[src/rtl/alu_pkg.sv]
// rtl/alu_pkg.sv - shared op codes, FSM state encoding and default width for the ALU sequencer
package alu_pkg;

   localparam int ALU_WIDTH = 32;

   localparam logic [1:0] OP_ADD = 2'd0;
   localparam logic [1:0] OP_SUB = 2'd1;
   localparam logic [1:0] OP_AND = 2'd2;
   localparam logic [1:0] OP_XOR = 2'd3;

   typedef enum logic [1:0] {
      IDLE = 2'd0,
      INV  = 2'd1,
      EXEC = 2'd2,
      RESP = 2'd3
   } state_e;

endpackage

[src/rtl/alu_exec_unit.sv]
// rtl/alu_exec_unit.sv - combinational adder/logic datapath with zero, sign and overflow flags
module alu_exec_unit
   import alu_pkg::*;
#(
   parameter int WIDTH = ALU_WIDTH
) (
   input  logic [1:0]       op,
   input  logic [WIDTH-1:0] a,
   input  logic [WIDTH-1:0] b_eff,
   input  logic             cin,
   output logic [WIDTH-1:0] result,
   output logic             zf,
   output logic             sf,
   output logic             of
);

   logic [WIDTH-1:0] sum;

   // Shared adder serves both ADD and SUB; for SUB b_eff is already ~b and cin is 1,
   // so the overflow test compares a against the inverted operand. Carry out is dropped.
   always_comb begin
      sum    = a + b_eff + {{(WIDTH-1){1'b0}}, cin};
      result = sum;
      of     = 1'b0;
      case (op)
         OP_ADD, OP_SUB: begin
            result = sum;
            of     = (a[WIDTH-1] == b_eff[WIDTH-1]) && (sum[WIDTH-1] != a[WIDTH-1]);
         end
         OP_AND: result = a & b_eff;
         OP_XOR: result = a ^ b_eff;
         default: result = sum;
      endcase
      zf = (result == '0);
      sf = result[WIDTH-1];
   end

endmodule

[src/rtl/alu_op_sequencer.sv]
// rtl/alu_op_sequencer.sv - multi-cycle ALU controller with valid/ready request and response channels
module alu_op_sequencer
   import alu_pkg::*;
#(
   parameter int WIDTH = ALU_WIDTH
) (
   input  logic             clk,
   input  logic             rst,
   input  logic             req_valid,
   output logic             req_ready,
   input  logic [1:0]       req_op,
   input  logic [WIDTH-1:0] req_a,
   input  logic [WIDTH-1:0] req_b,
   output logic             rsp_valid,
   input  logic             rsp_ready,
   output logic [WIDTH-1:0] rsp_result,
   output logic             rsp_zf,
   output logic             rsp_sf,
   output logic             rsp_of,
   output logic             busy
);

   localparam logic [1:0] S_IDLE = IDLE;
   localparam logic [1:0] S_INV  = INV;
   localparam logic [1:0] S_EXEC = EXEC;
   localparam logic [1:0] S_RESP = RESP;

   logic [1:0]       state_q,  state_d;
   logic [1:0]       op_q,     op_d;
   logic [WIDTH-1:0] a_q,      a_d;
   logic [WIDTH-1:0] b_q,      b_d;
   logic             cin_q,    cin_d;
   logic [WIDTH-1:0] result_q, result_d;
   logic             zf_q,     zf_d;
   logic             sf_q,     sf_d;
   logic             of_q,     of_d;

   logic [WIDTH-1:0] ex_result;
   logic             ex_zf;
   logic             ex_sf;
   logic             ex_of;

   alu_exec_unit #(
      .WIDTH (WIDTH)
   ) u_exec (
      .op     (op_q),
      .a      (a_q),
      .b_eff  (b_q),
      .cin    (cin_q),
      .result (ex_result),
      .zf     (ex_zf),
      .sf     (ex_sf),
      .of     (ex_of)
   );

   // Handshake outputs depend on state only, never on the incoming valid
   always_comb begin
      req_ready  = (state_q == S_IDLE) && !rst;
      rsp_valid  = (state_q == S_RESP);
      busy       = (state_q != S_IDLE);
      rsp_result = result_q;
      rsp_zf     = zf_q;
      rsp_sf     = sf_q;
      rsp_of     = of_q;
   end

   // Next-state and datapath register updates for the IDLE/INV/EXEC/RESP sequence
   always_comb begin
      state_d  = state_q;
      op_d     = op_q;
      a_d      = a_q;
      b_d      = b_q;
      cin_d    = cin_q;
      result_d = result_q;
      zf_d     = zf_q;
      sf_d     = sf_q;
      of_d     = of_q;
      case (state_q)
         S_IDLE: begin
            if (req_valid && req_ready) begin
               op_d    = req_op;
               a_d     = req_a;
               b_d     = req_b;
               cin_d   = 1'b0;
               state_d = (req_op == OP_SUB) ? S_INV : S_EXEC;
            end
         end
         S_INV: begin
            // Subtract as a + ~b + 1 on the shared adder
            b_d     = ~b_q;
            cin_d   = 1'b1;
            state_d = S_EXEC;
         end
         S_EXEC: begin
            result_d = ex_result;
            zf_d     = ex_zf;
            sf_d     = ex_sf;
            of_d     = ex_of;
            state_d  = S_RESP;
         end
         S_RESP: begin
            if (rsp_ready) begin
               state_d = S_IDLE;
            end
         end
         default: state_d = S_IDLE;
      endcase
   end

   // State and datapath flops; reset aborts any op in flight and clears the result
   always_ff @(posedge clk) begin
      if (rst) begin
         state_q  <= S_IDLE;
         op_q     <= 2'd0;
         a_q      <= '0;
         b_q      <= '0;
         cin_q    <= 1'b0;
         result_q <= '0;
         zf_q     <= 1'b0;
         sf_q     <= 1'b0;
         of_q     <= 1'b0;
      end else begin
         state_q  <= state_d;
         op_q     <= op_d;
         a_q      <= a_d;
         b_q      <= b_d;
         cin_q    <= cin_d;
         result_q <= result_d;
         zf_q     <= zf_d;
         sf_q     <= sf_d;
         of_q     <= of_d;
      end
   end

endmodule

[config.mk]
export PLATFORM = sky130hd
export DESIGN_NAME = alu_op_sequencer
export DESIGN_NICKNAME = d
export VERILOG_FILES = /design/src/rtl/alu_pkg.sv /design/src/rtl/alu_exec_unit.sv /design/src/rtl/alu_op_sequencer.sv
export SDC_FILE = /design/constraint.sdc
export NUM_CORES = 1
export LEC_CHECK = 0
export ABC_AREA = 1
export BUFFER_PORTS_ARGS = -buffer_cell sky130_fd_sc_hd__buf_2
export CORE_MARGIN = 10
export CORE_UTILIZATION = 40
export DETAILED_ROUTE_END_ITERATION = 8
export GPL_ROUTABILITY_DRIVEN = 0
export GPL_TIMING_DRIVEN = 0
export PLACE_DENSITY = 0.57
export SYNTH_ARGS = -nofsm -noshare
export SYNTH_HDL_FRONTEND = slang
export SYNTH_SLANG_ARGS = --single-unit
[constraint.sdc]
create_clock -name clk -period 5.2 [get_ports clk]
set_clock_uncertainty 0.2 [all_clocks]
set_input_delay 0.26 -clock clk [delete_from_list [all_inputs] [get_ports clk]]
set_output_delay 0.26 -clock clk [all_outputs]
set_load 0.03 [all_outputs]
# Yosys cells after proc, flatten, opt, wreduce, memory -nomap -nowiden
# Cells that the tools add are included.
[word_totals] ff_bits=104 latchBits=0 ram_bits=0 romBits=0 input_bits=70 word_cells=48 mem_count=0
[op_classes] addsub=2 n_mul=0 div=0 magnitude_cmp=0 eq_ne=11 n_shift=0 n_mux=10 bitwise_logic=3 reduce_logical=13
[op_table] cell="$pmux 32 s3" n=1
[op_table] cell="$pmux 32 s2" n=1
[op_table] cell="$add 32x1->32" n=1
[op_table] cell="$add 32x32->32" n=1
[op_table] cell="$and 32x32->32" n=1
[op_table] cell="$logic_not 32->1" n=1
[op_table] cell="$mux 32" n=1
[op_table] cell="$not 32->32" n=1
[op_table] cell="$xor 32x32->32" n=1
[op_table] cell="$eq 2x2->1 const B" n=4
[op_table] cell="$pmux 2 s4" n=1
[op_table] cell="$eq 2x1->1 const B" n=3
[op_table] cell="$mux 2" n=3
[op_table] cell="$reduce_and 2->1" n=3
[op_table] cell="$logic_not 2->1" n=2
[op_table] cell="$ne 2x1->1 const B" n=2
[op_table] cell="$reduce_bool 2->1" n=2
[op_table] cell="$logic_and 1x1->1" n=3
[op_table] cell="$mux 1" n=2
[op_table] cell="$pmux 1 s2" n=1
[op_table] cell="$reduce_or 2->1" n=1
[op_table] cell="$eq 1x1->1" n=1
[op_table] cell="$logic_not 1->1" n=1
[op_table] cell="$ne 1x1->1" n=1

# Longest topological paths before layout
# Gate-level depths: netlist (run 1).
[logic_depth] ltp_word=5 depth_mapped=19 mapped_depth_nobuf=19

# Cells and area by module
# A second synthesis (run 1) with hierarchy kept.
[hier_totals] cells_unflattened=1241 area_unflattened_um2=7428.4
[modules_own_cells] module="alu_op_sequencer" instances=1 cells_each=549 area_each_um2=4073.9 seq_area_each_um2=2082.0
[modules_own_cells] module="alu_exec_unit" instances=1 cells_each=692 area_each_um2=3354.5 seq_area_each_um2=0.0

# Worst setup path after synthesis (run 1)
# No wires, ideal clock.
[synth_path] path_kind="register to register" startpoint="reg state_q[0]" endpoint="reg b_q[31]" setup_time_ps=71 arrival_time_ps=2103 t_required_ps=4929 path_slack_ps=2826 stages_incl_launch_ff=10 path_buffers=1 synth_period_minus_slack_ps=2374 path_cell_list="dfxtp_1 -> inv_1 -> ha_1 -> inv_1 -> nor2_1 -> nand2_1 -> nand2_1 -> clkbuf_1 -> o211ai_1 -> a21oi_1"
[synth_between] elab_chain_len=5 word_cells_on_any_way=8
[synth_lines] element="from (decl)" line="alu_op_sequencer.sv:28" text="logic [1:0] state_q, state_d;"
[synth_lines] element="from (signal assigned)" line="alu_op_sequencer.sv:123" text="state_q <= state_d;"
[synth_lines] element="$logic_not 2->1" line="alu_op_sequencer.sv:58" text="req_ready = (state_q == S_IDLE) && !rst;"
[synth_lines] element="$logic_and 1x1->1" line="alu_op_sequencer.sv:58"
[synth_lines] element="net req_ready" line="alu_op_sequencer.sv:10" text="output logic req_ready,"
[synth_lines] element="$logic_and 1x1->1" line="alu_op_sequencer.sv:80" text="if (req_valid && req_ready) begin"
[synth_lines] element="$ne 2x1->1 (no source line)"
[synth_lines] element="$reduce_and 2->1 (no source line)"
[synth_lines] element="to (signal assigned)" line="alu_op_sequencer.sv:116" text="b_q <= '0;"
[synth_lines] element="to (signal assigned)" line="alu_op_sequencer.sv:126" text="b_q <= b_d;"
[synth_lines] element="to (decl)" line="alu_op_sequencer.sv:31" text="logic [WIDTH-1:0] b_q, b_d;"
# The timed path passes the listed nets, and every way through them passes these cells.
# A chain may end at the register's enable or synchronous reset.

# Worst setup path in the final report (run 1)
[layout_path] startpoint="reg b_q[0]" endpoint="reg zf_q, in the netlist rsp_zf"
[layout_between] elab_chain_len=4 word_cells_on_any_way=6
[layout_lines] element="$add 32x32->32" line="alu_exec_unit.sv:22" text="sum = a + b_eff + {{(WIDTH-1){1'b0}}, cin};"
[layout_lines] element="$add 32x1->32" line="alu_exec_unit.sv:22"
[layout_lines] element="$pmux 32 s3 *" line="alu_exec_unit.sv:25" text="case (op)"
[layout_lines] element="$logic_not 32->1 *" line="alu_exec_unit.sv:34" text="zf = (result == '0);"
[layout_lines] element="to (signal assigned)" line="alu_op_sequencer.sv:129" text="zf_q <= zf_d;"
[layout_lines] element="to (decl)" line="alu_op_sequencer.sv:34" text="logic zf_q, zf_d;"
# Every way passes the cells marked *; elsewhere a longest branch is shown, timed or not.

==> run metrics, run 1 <==
sequential area share after synthesis 27.6%; DR vias 8233; multiplexer share of the synthesized area 0%; antenna-violating nets left 0; largest net degree at the start of global routing 20; Critical Path Max Stage Delay 440 ps; synthesized-area fraction occupied by adder cells 6.45%; CTS Buf Count 9; worst ir drop on vdd 222 uV; YS warnings 0; width of the die 157 um; clock share of power 21.9%; Post-Synthesis Cell Area 7480 sq um; initial antenna violation count 0; share of cells above drive strength 1 13.7%; drt initial violations 563; maxcap violations 0; crit path cell chain inv_1 > fa_1 > inv_1 > nand2_2 > nand2_1 > nand3_1 > nand2_1 > nand2_2 > nand2_1 > nand2_1 > nand2_1 > nand2_1 > nand3_1 > nand2_1 > nor2_1 > nand2_1 > nor2_2 > nand3_1 > a21oi_2; HP Class primary input to flip-flop; number of setup violations in the final report 0; Multi-input gate area 4360 sq um; die area 24600 sq um; DRT Pass-1 Iters 6; initial core utilization 41.1%; total track usage 20.9%; Seq cells post-synth 103; Tcrit/Tclk final 54.1%; worst skew pair latency 370 ps; Worst Setup Start Kind flip-flop; Worst path most repeated cell nand2_1; setup ws final 2390 ps; drt total wl 25.9 mm; critical path class flip-flop to flip-flop; final hold violation count 0; Worst Tran Pin Value 765 ps; GR Overflow Total 0; Synth Area in Compound Gates 15.1%; P_sw 1.66 mW; fillers 1930; EDFF count, synth 0; DR WL/cell 15.5 um; Synth Net Count 1368; top_reg_cell synth dfxtp_1; Clk pin slew, worst setup/hold paths 80 ps; die height 157 um; number of global-route vias before repair 7591; simple-gate area share of the yosys netlist 36.6%; Synth top area share 27.6%; Sequential Power Share 31.0%; row count 49; post-synthesis xor/xnor area fraction 0.117%; pwr/cell area 392 nW/um^2; CTS Buffer Depth 2; largest family of logic cells by synthesized area simple AND/OR/NAND/NOR gates; Internal 1.96 mW; Synth top cells by count 396 x nand2_1, 210 x inv_1, 111 x nor2_1; Max FO, Critical Path 4; Synth-to-Final Area Change 23.6%; CTS H-tree depth 3; Hold Worst Slack 9.98 ps; # IOs 108; post_cts resized 0; Avg Cell Area, Syn 5.94 sq um; leakage 4.71 nW; Critical Path End Type flip-flop; Critical Path AT 2920 ps; CTS Sinks 103; Layout Utilization 50.8%; setup tns final 0 ps; Worst Path Required 5310 ps; status finished clean; ANT cells 0; Storage cell area 2060 sq um; total power 3.62 mW; fin. max-slew vios 0; CTS root buf clkbuf_16; dpl hpwl 20.6 mm; Crit-path slowest cell fa_1; # DRC 0; unrepaired setup endpoints after global routing no; Synth area leaders dfxtp_1 28%, nand2_1 20%, inv_1 11%; Nets 1546; Distinct cells, synth 38; Sw Ratio 45.8%; Max Fclk 356 MHz; most frequent cell after synthesis nand2_1; ys async rst share 0%; leading area contributor after synthesis dfxtp_1; combinational cell fraction of total power 47.1%; IO Port Bufs 106; cell count after synthesis 1260; core area 18200 sq um; TritonCTS clock tree built; Via density 4.92; min Tclk post-route 2810 ps; pre-CTS WS 2420 ps; headroom to the max-slew limit 49.0%; first-pass GRT wire length 40.5 mm
-- state kept, by name, indices dropped and copies added (netlist names) --
register / count
rsp_result: 32
cin_q: 1
rsp_of: 1
rsp_zf: 1
state_q: 2
a_q: 32
b_q: 32
op_q: 2
-- area by class of cell --
class	count	area share (%)
clock buffer	9	2.43
timing repair buffer	167	12.3
multi-input combinational	879	47.2
sequential	103	22.3
tap	229	3.10
clock inverter	7	1.23
buffer	49	2.15
inverter	229	9.29
-- metal layers --
layer / GRT usage, % / routed length [um] / vias to the layer above
met5: 0 / 0 / -
met4: 5.12 / 301 / 0
met3: 3.45 / 1650 / 15
met2: 32.1 / 11200 / 271
met1: 29.5 / 12700 / 3638
li1: - / - / 4309
-- repair_timing --
item	CTS	global route
endpoints found under the hold margin	61	0
hold buffers	61	0
buffers inserted	0	0
-- per-stage QoR --
stage | area (sq um) | cells
after global placement | 8300 | 1595
after CTS | 9250 | 1672
after detailed placement | 8300 | 1595
final | 9250 | 1672
after floorplan | 7480 | 1260
after global routing | 9250 | 1672
-- power groups by stage --
| stage | registers [mW] | clock network, mW | logic (mW) |
|---|---|---|---|
| 2_1_floorplan | 1.28 | 0 | 0.994 |
| 3_3_place_gp | 1.14 | 0 | 1.65 |
| 3_5_place_dp | 1.14 | 0 | 1.66 |
| 4_1_cts | 1.12 | 0.809 | 1.70 |
| 5_1_grt | 1.15 | 0.831 | 1.90 |
| 6_report | 1.13 | 0.792 | 1.71 |
-- path summary, 6_finish.rpt --
check | to | from | slack [ps] | cells after the start
hold / removal | op_q[1] | req_op[1] | 10 | 3
setup / recovery | rsp_zf | b_q[0] | 2390 | 19
hold reg to reg | a_q[10] | a_q[10] | 270 | 2
setup reg to reg | rsp_zf | b_q[0] | 2390 | 19
-- placed cells by master, fill, tap and decap left out, drive strengths merged, types with 26 or more instances in the layout --
cell type / instances
o21ai: 31
dlygate4sd3: 61
o211ai: 31
buf: 122
a21oi: 88
o22ai: 26
clkbuf: 42
inv: 229
dfxtp: 103
ha: 37
nor2: 127
nand3: 78
nand2: 418
-- critical path: cells and delay by family, from the launching register on --
| kind | cells | cell delay, ps |
|---|---|---|
| adders and majority gates | 1 | 440 |
| buffers and inverters | 2 | 230 |
| DFF | 1 | 390 |
| and+or+nand+nor | 15 | 1380 |
| AOI/OAI and AO/OA | 1 | 110 |
-- cell families (layout without fill, tap and decap cells) --
logic type | Yosys count | in the layout
adders and majority gates | 38 | 38
and+or+nand+nor | 647 | 647
DFF | 103 | 103
buffers and inverters | 278 | 461
AOI/OAI and AO/OA | 193 | 193
xor gates and xnor gates | 1 | 1
Note: power is estimated with default switching activity, not from simulation.
==> inputs of run 2 (changes only) <==
==> constraint.sdc (replaced) <==
create_clock -name clk -period 2.65 [get_ports clk]
set_clock_uncertainty 0.2 [all_clocks]
set_input_delay 0.1325 -clock clk [delete_from_list [all_inputs] [get_ports clk]]
set_output_delay 0.1325 -clock clk [all_outputs]
set_load 0.03 [all_outputs]
==> run 2 against run 1 <==
  * Final cell count grew 0.72%
  * Non-clock buffer count grew 12
  * Global-route usage grew 0.13 points
  * Critical path depth grew 1
  * Critical path type unchanged
  * Clock power grew 96%
  * Clock-buffer cell count is the same
  * Flip-flop and latch count is the same
  * Register-to-register slack lost 2300 ps
  * Sequential share of layout area shrank 0.66 points
  * Via count grew 0.45%
==> run metrics, run 2 (synthesis results as in run 1) <==
antenna-violating nets left 0 (unchanged); CTS Sinks 103 (unchanged); Synth-to-Final Area Change 27.6%; pre-CTS WS -128 ps (-2550 ps); ANT cells 0 (unchanged); R2R Setup Slk 80 ps (-2310 ps); M1 wire length 12.8 mm (+0.84%); dpl hpwl 20.6 mm (unchanged); Hold Crit Endpoint state_q[0]; highest metal used met4; HP Class primary input to flip-flop; DR WL/cell 15.5 um (+0.44%); worst skew pair latency 370 ps (about the same); Worst Path Required 2760 ps (-2550 ps); initial core utilization 41.1% (unchanged); clock share of power 21.4% (-0.5 points); largest net degree at the start of global routing 20 (unchanged); Worst Tran Pin Value 716 ps (-49.8 ps); pwr/cell area 759 nW/um^2 (+94%); worst r2r path cells 20 (+1); # DRC 0 (unchanged); DR vias 8270 (+0.45%); headroom to the max-slew limit 52.3% (+3.3 points); die area 24600 sq um (unchanged); initial antenna violation count 0 (unchanged); Sequential Power Share 30.8% (-0.2 points); Worst Setup Start Kind flip-flop; fin. max-slew vios 0 (unchanged); Critical Path End Type flip-flop; maxcap violations 0 (unchanged); Max FO, Critical Path 4 (unchanged); Internal 3.95 mW (+100%); CTS Buf Count 9 (unchanged); Nets 1558 (+0.78%); Clk pin slew, worst setup/hold paths 80 ps (about the same); TritonCTS clock tree built; total track usage 21.0% (+0.13 points); min Tclk post-route 2570 ps (-243 ps); origin of the critical flop-to-flop path cin_q; # IOs 108 (unchanged); commonest non-fill, non-tap cell in the layout nand2_1; share of cells above drive strength 1 17.0% (+3.3 points); row count 49 (unchanged); drt initial violations 563 (unchanged); DRT Pass-1 Iters 8 (+2); P_sw 3.30 mW (+99%); combinational cell fraction of total power 47.8% (+0.7 points); Via density 4.91 (-0.27%); fillers 1911 (-0.98%); Max Fclk 389 MHz (+9.5%); startpoint of the worst hold path rsp_ready; most frequent cells in the layout 387 x nand2_1, 207 x inv_1, 112 x buf_2, 106 x nor2_1, 100 x dfxtp_1; placed inst area 8300 sq um (unchanged); Worst Hold Depth 5 (+2); met3 WL post-DR 1.65 mm (-0.48%); die height 157 um (unchanged); CTS root buf clkbuf_16; Tcrit/Tclk final 96.9% (+43 points); CTS Buffer Depth 2 (unchanged); CTS H-tree depth 3 (unchanged); worst ir drop on vdd 438 uV (+98%); unrepaired setup endpoints after global routing yes; number of global-route vias before repair 7651 (+0.79%); Sw Ratio 45.5% (-0.32 points); width of the die 157 um (unchanged); reg2reg end rsp_zf; IO Port Bufs 106 (unchanged); setup ws final 82.2 ps (-2310 ps); fin area 9550 sq um (+3.3%); drt total wl 26.2 mm (+1.2%); DR WL met2 11.4 mm (+1.8%); Critical Path AT 2670 ps (-250 ps); first-pass GRT wire length 40.8 mm (+0.77%); leakage 4.77 nW (+1.3%); setup tns final 0 ps (unchanged); core area 18200 sq um (unchanged); status finished clean; critical path class flip-flop to flip-flop; final hold violation count 0 (unchanged); GR Overflow Total 0 (unchanged); number of setup violations in the final report 0 (unchanged)
-- run 2: changes by cell type in the layout (fill, tap and decap cells not counted), moves of 7 or more --
| cell | delta |
|---|---|
| ha_2 | +9 |
| ha_1 | -16 |
| ha_4 | +7 |
| nand2_1 | -9 |
| buf_4 | +7 |
-- run 2: cell type report --
type                    instances  area (sq um)  area share [%]
clock inverters                 7           114            1.19
inverters                     229           860            9.00
clock buffers                   9           225            2.36
repair buffers                179          1240            13.0
well taps                     229           287            3.00
flip-flops and latches        103          2070            21.6
multi-input cells             879          4560            47.7
plain buffers                  49           201            2.11
-- run 2: how the worst max path moves through the flow --
| stage | startpoint | to | slack, ps | cells past startpoint |
|---|---|---|---|---|
| floorplan | state_q[0] | b_q[31] | 280 | 9 |
| global placement | b_q[0] | rsp_zf | -120 | 17 |
| detailed placement | b_q[0] | rsp_zf | -130 | 17 |
| CTS | b_q[0] | rsp_zf | 30 | 17 |
| global route | b_q[0] | rsp_zf | -70 | 17 |
| finish | cin_q | rsp_zf | 80 | 20 |
-- run 2: repair_timing --
action,CTS,global route
setup buffers,1,6
resized for setup,7,49
endpoints found under the hold margin,67,0
setup endpoints to repair,1,13
pin swaps,1,12
hold buffers,66,0
-- run 2: power groups by stage --
stage | Sequential, mW | Combinational (mW) | Clock (mW)
6_report | 2.23 | 3.47 | 1.55
5_1_grt | 2.28 | 3.86 | 1.63
4_1_cts | 2.21 | 3.36 | 1.59
3_5_place_dp | 2.24 | 3.25 | 0
3_3_place_gp | 2.23 | 3.25 | 0
2_1_floorplan | 2.52 | 1.95 | 0
-- run 2: metrics by stage --
stage	hold slack [ps]	total power, mW	std cells	util, %
finish	57.4	7.25	1684	52.5
global route	72.9	7.78	1684	52.5
CTS	19.7	7.15	1678	51.2
detailed placement	190	5.49	1595	45.6
global placement	184	5.48	1595	45.6
floorplan	75.7	4.47	1260	-
-- run 2: per-layer routing --
layer  vias to the layer above  track usage [%]
met1                      3658             29.4
met2                       254             32.5
li1                       4340                -
met4                         0             5.12
met3                        18             3.67
met5                         -                0
-- run 2: worst max-delay path, cell delays in order, from the launching register on --
cell and delay [ps]:
dfxtp_2 340, inv_2 40, fa_2 400, inv_2 100, nand2_4 70, nand2_4 120, nand2_4 70, nand2_4 90
buf_4 110, nand2_2 50, nand2_2 100, nand2_1 80, nand2_1 60, nand2_1 50, nand3_1 70, nand2_1 80
nor2_1 90, nand2_1 80, nor2_2 100, nand3_1 80, a21oi_2 110
==> inputs of run 3 (changes only) <==
--- a/config.mk
+++ b/config.mk
@@ -7,6 +7,7 @@
 export LEC_CHECK = 0
 export ABC_AREA = 1
 export BUFFER_PORTS_ARGS = -buffer_cell sky130_fd_sc_hd__buf_2
+export CORE_ASPECT_RATIO = 1.25
 export CORE_MARGIN = 10
 export CORE_UTILIZATION = 40
 export DETAILED_ROUTE_END_ITERATION = 8
==> run 3 against run 2 <==
  * The run now ends with setup timing left
  * Setup slack got worse by 120 ps
  * Sequential power hardly changed
  * Maximum frequency down 4.5%
  * Largest cell class unchanged
  * Highest routed layer unchanged
==> run metrics, run 3 (synthesis results as in run 1) <==
headroom to the max-slew limit 49.0% (-3.3 points); Worst Path Required 2740 ps (-20 ps); drt initial violations 434 (-23%); setup tns final -37.5 ps (-37.5 ps); antenna-violating nets left 0 (unchanged); number of global-route vias before repair 7925 (+3.6%); non-filler cells, final 1679 (-0.30%); DR WL/cell 15.3 um (-1.5%); core area 18200 sq um (+0.15%); # IOs 108 (unchanged); min Tclk post-route 2690 ps (+120 ps); CTS H-tree depth 3 (unchanged); CTS root buf clkbuf_16; largest net degree at the start of global routing 20 (unchanged); row count 55 (+12%); Critical Path End Type flip-flop; Worst Tran Pin Value 765 ps (+48.9 ps); number of setup violations in the final report 1 (+1); Nets 1554 (-0.26%); share of cells above drive strength 1 17.3% (+0.32 points); # DRC 0 (unchanged); Worst Setup Start Kind flip-flop; pwr/cell area 739 nW/um^2 (-2.6%); Tcrit/Tclk final 101% (+4.5 points); status finished, violations left; maxcap violations 0 (unchanged); Hold Worst Slack 16.7 ps (-40.7 ps); fin. max-slew vios 0 (unchanged); TritonCTS clock tree built; initial antenna violation count 0 (unchanged); Multi-input gate area 4550 sq um (-0.19%); Storage cell area 2070 sq um (+0.12%); critical path class flip-flop to flip-flop; most frequent cells in the layout 379 x nand2_1, 208 x inv_1, 112 x buf_2, 102 x nor2_1, 100 x dfxtp_1; Clk pin slew, worst setup/hold paths 80 ps (about the same); setup ws final -37.5 ps (-120 ps); final hold violation count 0 (unchanged); Synth-to-Final Area Change 26.5%; die height 173 um (+10%); unrepaired setup endpoints after global routing yes; Cells after DPL 1594 (-0.063%); fin area 9460 sq um (-0.93%); die area 24600 sq um (+0.14%); worst skew pair latency 370 ps (about the same); worst ir drop on vdd 391 uV (-11%); failing checks setup timing; Critical Path AT 2780 ps (+110 ps); DR vias 8227 (-0.52%); Max FO, Critical Path 4 (unchanged); total track usage 20.4% (-0.61 points); Via density 4.90 (-0.22%); fillers 1907 (-0.21%); CTS Sinks 103 (unchanged); GR Overflow Total 0 (unchanged); width of the die 142 um (-9.2%); initial core utilization 41.0% (-0.062 points); Max Fclk 372 MHz (-4.5%); HP Class primary input to flip-flop; drt total wl 25.7 mm (-1.8%); commonest non-fill, non-tap cell in the layout nand2_1; ANT cells 0 (unchanged); leakage 4.80 nW (+0.53%); first-pass GRT wire length 40.5 mm (-0.71%); placed inst area 8300 sq um (about the same); dpl hpwl 20.5 mm (-0.63%); CTS Buf Count 9 (unchanged); DRT Pass-1 Iters 5 (-3); IO Port Bufs 106 (unchanged); CTS Buffer Depth 2 (unchanged)
==> run 3: area by class of cell <==
cell class                 count  area share, %
tap                          228           3.01
sequential                   103           21.9
clock inverter                 7          0.661
inverter                     229           9.08
multi-input combinational    879           48.0
clock buffer                   9           2.38
timing repair buffer         175           12.8
buffer                        49           2.16
==> run 3: path summary, 6_finish.rpt <==
path	from	to	slack, ps	cells past startpoint
worst max register to register	b_q[0]	rsp_zf	-40	17
worst max-delay path	b_q[0]	rsp_zf	-40	17
worst min register to register	a_q[20]	a_q[20]	270	2
worst min-delay path	req_b[0]	b_q[0]	20	4
==> run 3: what timing repair did <==
| action | in CTS | in global routing |
|---|---|---|
| hold buffers | 65 | 0 |
| gates resized for setup | 18 | 47 |
| pin swaps | 4 | 15 |
| endpoints found under the hold margin | 66 | 0 |
| setup endpoints to repair | 7 | 37 |
| buffers inserted | 2 | 2 |
==> run 3: layer usage <==
metal	wire, um	global-route usage [%]
met3	1120	2.44
met2	12000	32.8
met4	981	9.38
met5	0	0
met1	11700	26.4
==> run 3: critical path: stages, from the launching register on <==
cell	delay [ps]
dfxtp_4	370
inv_2	60
fa_2	440
inv_2	100
nand2_4	80
nand2_4	120
nand2_4	60
nand2_4	100
nand2_4	70
a21oi_2	110
nor2_1	60
nor2_2	170
nand4_1	120
nor2_1	140
nand2_1	110
nor2_2	110
nand3_2	70
a21oi_2	100
==> run 3: through the flow <==
| step | util, % | power, mW | setup WS (ps) |
|---|---|---|---|
| floorplan | - | 4.47 | 276 |
| global placement | 45.5 | 5.45 | -317 |
| detailed placement | 45.5 | 5.47 | -354 |
| CTS | 51.0 | 6.92 | 4.55 |
| global route | 51.9 | 7.54 | -205 |
| finish | 51.9 | 6.99 | -37.5 |
==> run 3: power breakdown <==
| part | total [mW] | internal [mW] | switching (mW) |
|---|---|---|---|
| clock network | 1.34 | 0.661 | 0.681 |
| logic | 3.45 | 1.13 | 2.32 |
| registers | 2.20 | 1.93 | 0.271 |
| total | 6.99 | 3.72 | 3.27 |
